--- src/rtl/pll_lock_rst_gen.sv ---
// PLL lock qualifier: holds downstream reset until lock is stable.
// Ports: sys_clk/sys_rst in; pll_locked async in;
//   rst_out/rst_out_n, lock_ready, lock_lost pulse, lock_loss_cnt out.
// Optional: PLL_LOCK_LOSS_CNT_EN enables the saturating loss counter;
//   when undefined, lock_loss_cnt is tied to zero.
module pll_lock_rst_gen #(
  parameter int STABLE_CYC = 1000,
  parameter int HOLD_CYC   = 16,
  parameter int CNT_W      = 8
) (
  input  logic             sys_clk,
  input  logic             sys_rst,
  input  logic             pll_locked,
  output logic             rst_out,
  output logic             rst_out_n,
  output logic             lock_ready,
  output logic             lock_lost,
  output logic [CNT_W-1:0] lock_loss_cnt
);

  localparam int MAX_CYC =
    (STABLE_CYC > HOLD_CYC) ? STABLE_CYC : HOLD_CYC;
  localparam int CW = $clog2(MAX_CYC) + 1;
  localparam logic [CW-1:0] STABLE_LAST =
    CW'(STABLE_CYC - 1);
  localparam logic [CW-1:0] HOLD_LAST =
    CW'(HOLD_CYC - 1);

  typedef enum logic [1:0] {
    WAIT_LOCK,
    STABLE,
    HOLD,
    RUN
  } state_t;

  state_t        state;
  state_t        state_nxt;
  logic [CW-1:0] cnt;
  logic [CW-1:0] cnt_nxt;
  logic          lost_nxt;
  logic          sync_q;
  logic          locked_s;

  // Only the first flop ever sees the raw lock signal.
  always_ff @(posedge sys_clk or posedge sys_rst) begin
    if (sys_rst) begin
      sync_q   <= 1'b0;
      locked_s <= 1'b0;
    end else begin
      sync_q   <= pll_locked;
      locked_s <= sync_q;
    end
  end

  // Loss of lock takes priority over the terminal count,
  // so a drop on the last qualifying cycle still restarts.
  always_comb begin
    state_nxt = state;
    cnt_nxt   = '0;
    lost_nxt  = 1'b0;
    unique case (state)
      WAIT_LOCK: begin
        if (locked_s)
          state_nxt = STABLE;
      end
      STABLE: begin
        if (!locked_s)
          state_nxt = WAIT_LOCK;
        else if (cnt == STABLE_LAST)
          state_nxt = HOLD;
        else
          cnt_nxt = cnt + CW'(1);
      end
      HOLD: begin
        if (!locked_s)
          state_nxt = WAIT_LOCK;
        else if (cnt == HOLD_LAST)
          state_nxt = RUN;
        else
          cnt_nxt = cnt + CW'(1);
      end
      RUN: begin
        if (!locked_s) begin
          state_nxt = WAIT_LOCK;
          lost_nxt  = 1'b1;
        end
      end
      default: state_nxt = WAIT_LOCK;
    endcase
  end

  // Outputs are decoded from the next state so they
  // change on the same edge as the state register.
  always_ff @(posedge sys_clk or posedge sys_rst) begin
    if (sys_rst) begin
      state      <= WAIT_LOCK;
      cnt        <= '0;
      rst_out    <= 1'b1;
      rst_out_n  <= 1'b0;
      lock_ready <= 1'b0;
      lock_lost  <= 1'b0;
    end else begin
      state      <= state_nxt;
      cnt        <= cnt_nxt;
      rst_out    <= (state_nxt != RUN);
      rst_out_n  <= (state_nxt == RUN);
      lock_ready <= (state_nxt == RUN);
      lock_lost  <= lost_nxt;
    end
  end

`ifdef PLL_LOCK_LOSS_CNT_EN
  // Steps on the same edge that raises lock_lost.
  always_ff @(posedge sys_clk or posedge sys_rst) begin
    if (sys_rst)
      lock_loss_cnt <= '0;
    else if (lost_nxt && (lock_loss_cnt != '1))
      lock_loss_cnt <= lock_loss_cnt + CNT_W'(1);
  end
`else
  assign lock_loss_cnt = '0;
`endif

endmodule

--- config.mk ---
export PLATFORM = sky130hd
export DESIGN_NAME = pll_lock_rst_gen
export DESIGN_NICKNAME = d
export VERILOG_FILES = /design/src/rtl/pll_lock_rst_gen.sv
export SDC_FILE = /design/constraint.sdc
export NUM_CORES = 1
export LEC_CHECK = 0
export CELL_PAD_IN_SITES_DETAIL_PLACEMENT = 1
export CELL_PAD_IN_SITES_GLOBAL_PLACEMENT = 1
export CORE_MARGIN = 4
export CORE_UTILIZATION = 41
export DETAILED_ROUTE_END_ITERATION = 6
export PLACE_DENSITY_LB_ADDON = 0.1
export SYNTH_ARGS = -nofsm -noshare
export SYNTH_HDL_FRONTEND = slang
export SYNTH_SLANG_ARGS = --single-unit
--- constraint.sdc ---
create_clock -name sys_clk -period 1.9 [get_ports sys_clk]
set_input_delay 0.19 -clock sys_clk [delete_from_list [all_inputs] [get_ports sys_clk]]
set_output_delay 0.19 -clock sys_clk [all_outputs]
set_load 0.1 [all_outputs]
Word-level counts from Yosys, hierarchy flattened
Cells that the tools add are included.
Word-level totals
  flip-flop bits (word level): 18
  bits of input ports: 3
  output and inout bits: 12
  logic and storage cells: 30
Operators by class
  $add $sub $neg: 1
  equality and inequality tests: 7
  multiplexer cells: 14
  reduce and logical (&&, ||, !) cells: 1
Operator list (number)
  11-bit two-way mux: 4
  11-bit one-hot mux with 2 select lines: 1
  2-bit two-way mux: 6
  11-bit by 1-bit adder with 11-bit output, second input constant: 1
  11-bit by 10-bit == test with 1-bit output, second input constant: 1
  11-bit by 4-bit == test with 1-bit output, second input constant: 1
  2-bit one-hot mux with 4 select lines: 1
  2-bit == test, second input constant: 3
  2-bit by 1-bit == test with 1-bit output, second input constant: 1
  2-bit logical NOT: 1
  1-bit two-way mux: 2
  2-bit inequality test, second input constant: 1

Logic depth before layout (Yosys ltp)
  word-level depth: 5
  mapped depth: 7
  depth with buffers taken out: 6

Least setup slack after synthesis
Ideal clock, no wire load.
  kind: register -> output
  start point: register lock_ready (netlist name)
  end point: output rst_out_n
  arrival: 1324 ps
  required time: 1710 ps
  path slack: 386 ps
  stages on the path, launching flop included: 2
  path buffers: 1
  cell sequence: dfrtp_1 -> buf_4
RTL lines
  to (decl): line 15  | output logic rst_out_n,

Worst setup path after layout
  start point: register cnt[0]
  end point: register cnt[3]
Between the ends
  cells in the longest elaborated chain, start to end: 4
  elaborated cells between the ends (all ways): 8
  classes of those cells: add/sub (1); eq/ne (2); mux (5)
Ends and longest elaborated chain
  from (decl): line 38  | logic [CW-1:0] cnt;
  from (signal assigned): line 104  | cnt <= cnt_nxt;
  11-bit by 1-bit adder with 11-bit output, or another cell as far along: line 72, 80
  11-bit two-way mux, on equally long branches: line 77, 69
  11-bit two-way mux, on equally long branches: line 75, 67
  11-bit one-hot mux with 2 select lines *: line 61  | unique case (state)
  via cnt_nxt[3]: line 39  | logic [CW-1:0] cnt_nxt;
The timed path passes the listed nets; every way through them passes the cells marked *.

==> results.yml <==
critical_path:
  critPathMaxStageDelay_ns: 0.40
  crit_arrival_ns: 1.82
  rrSetupSlack_ns: 0.26
  critPathCaptureType: "flop"
  cp_max_fo: 11
  required_ns: 2.08
  startpoint_type: "flop"
  worstPathCellList: "ha_1, and3_2, nand4b_1, a41oi_2, buf_4, nor2_1"
  crit_slowest_cell: "dfrtp_1"
  crit_type: "flop to flop"
drt:
  wl_per_cell_um: 14.0
  wirelength_um: 1900
  dr.pass1.iters: 4
  drt.antenna.violating_nets: 0
  viasPerCell: 5.09
  vias: 692
  route.detailed.drc: 0
  drt_iter0_markers: 6
clocking:
  htree_levels: 1
  cts_buffers: 3
  cts.path.max_buffers: 2
  cts-hold-fix-buffers: 0
  clk_pin_slew_ns: 0.10
  cts-resized-gates: 0
  tritoncts: "built"
  worstSkewPairLatency_ns: 0.29
  clock-root-buffer: "clkbuf_4"
  post_cts_buffers: 0
  cts_num_sinks: 18
sta:
  setup_tns_ns: 0
  slew_viol_final: 0
  fmax_ghz: 0.611
  skew_ns: 0.00298
  grt_setup_unrepaired: "no"
  setup_violations: 0
  fin_crit_ns: 1.64
  hold_violations: 0
  layout_worst_path_cycle_share_pct: 86.1
  setup_slack_ns: 0.263
synthesis:
  synth_top_area_share_pct: 41.6
  synthTopCellsByArea: "dfrtp_1 42%, buf_4 7.3%, ha_1 6.1%"
  synth_seq_area_share_pct: 44.2
  synth_cell_types: 33
  synth_top_area_cell: "dfrtp_1"
  ys_ff_latch: 18
  yosys_warnings: 0
  synthTopCellsByCount: "17 x dfrtp_1, 14 x nor2_1, 10 x buf_4"
  synth_ff_type: "dfrtp_1"
  synthMostInstantiatedCell: "dfrtp_1"
  async_flop_share_pct: 100
  avgSynthCellArea_um2: 10.2
  syn_inst: 100
  synth_edf_count: 0
  synthesis.area_um2: 1020
cells_and_area:
  stdcell_count: 136
  drive_above_1_share_pct: 16.7
  num_antenna_cells: 0
  nFillCells: 274
  nets: 117
  regArea_um2: 452
  final_util_pct: 47.8
  syn_to_final_growth_pct: 7.47
  multi_input_area_um2: 495
floorplan:
  die_area_um2: 3360
  pin_count: 15
  start_util_pct: 44.5
  die_h_um: 57.9
  row_count: 17
  core_area_um2: 2300
  die_w_um: 57.9
power:
  power_density_nw_per_um2: 809
  peakVddDrop_v: 0.000529
  total_power_w: 0.000889
  leakage_nw: 0.476
placement:
  place_inst: 132
  place_hpwl_um: 1450
  place_ws_ns: 0.271
  io_buffers: 6
  gp_congestion: 0.737
global_route:
  groute.usage.overall_pct: 12.9
  grt_pass1_wl_um: 3350
  grt_max_degree: 17
  overflow: 0
  antenna_found_initial: 0
  grt_pass1_vias: 715
worst_hold_path:
  hold_path_class: "primary input to asynchronous set/reset pin"
status:
  status: "complete, no violations"
flow_run:
  drv_cap: 0
logic make-up (layout without fill, tap and decap cells):
family | Yosys count | in the layout | share of synthesized area, %
flops | 18 | 18 | 44.2
compound gates | 8 | 8 | 6.12
fa+ha+maj | 5 | 5 | 6.12
xor+xnor | 9 | 9 | 7.71
simple gates | 44 | 44 | 25.6
other cells | 1 | 8 | 0.367
buf+inv | 15 | 16 | 9.91
stage by stage:
| stage | hold WS, ns | cell area, µm² |
|---|---|---|
| after floorplan | 0.128 | 1050 |
| after global placement | 0.332 | 1060 |
| after detailed placement | 0.339 | 1060 |
| after CTS | 0.0349 | 1100 |
| after global routing | 0.0325 | 1100 |
| final | 0.0430 | 1100 |
routing by layer:
layer | track usage, % | share of wire, %
met5 | 0 | 0
met4 | 4.97 | 0.90
met3 | 2.00 | 3.1
met2 | 19.5 | 47
met1 | 18.5 | 49
state kept, by name, summed over array words and instances (netlist names):
register    flops
state           2
locked_s        1
rst_out         1
lock_lost       1
lock_ready      1
sync_q          1
cnt            11
critical path, delay by kind of cell (launching register included):
| family | cells | cell delay (ns) |
|---|---|---|
| compound gates | 1 | 0.22 |
| fa+ha+maj | 1 | 0.24 |
| buf+inv | 1 | 0.21 |
| flops | 1 | 0.40 |
| simple gates | 3 | 0.46 |
final cells by class:
| type | instances | area share [%] |
|---|---|---|
| flip-flops and latches | 18 | 41.1 |
| repair buffers | 8 | 5.92 |
| inverters | 4 | 1.37 |
| clock buffers | 4 | 3.30 |
| multi-input cells | 74 | 45.1 |
| well taps | 28 | 3.19 |
report_power, final:
group / internal [W] / switching, W / leakage (nW)
clock network: 0.000117 / 0.000118 / 0.0210
registers: 0.000400 / 0.0000225 / 0.242
logic: 0.0000651 / 0.000167 / 0.213
layout by cell type, fill, tap and decap left out, drive strengths merged, types with 3 or more instances in the layout:
| cell type | synthesis | layout |
|---|---|---|
| and3 | 3 | 3 |
| and4 | 3 | 3 |
| buf | 11 | 6 |
| clkbuf | 0 | 4 |
| conb | 1 | 8 |
| dfrtp | 17 | 17 |
| ha | 5 | 5 |
| inv | 4 | 4 |
| nand2 | 4 | 4 |
| nand3 | 4 | 4 |
| nand4 | 4 | 4 |
| nor2 | 14 | 14 |
| nor3 | 3 | 3 |
| xnor2 | 5 | 5 |
| xor2 | 4 | 4 |
worst paths after layout:
| kind | start | end | depth (start not counted) |
|---|---|---|---|
| worst max-delay path | cnt[0]$_DFF_PP0_ | cnt[3]$_DFF_PP0_ | 6 |
| min in group sys_clk | pll_locked | sync_q$_DFF_PP0_ | 1 |
| worst min register to register | sync_q$_DFF_PP0_ | locked_s$_DFF_PP0_ | 0 |
| max in group asynchronous | sys_rst | cnt[3]$_DFF_PP0_ | 3 |
| worst min-delay path | sys_rst | lock_ready$_DFF_PP0_ | 2 |
| worst max register to register | cnt[0]$_DFF_PP0_ | cnt[3]$_DFF_PP0_ | 6 |
(Power assumes the default switching activity.)
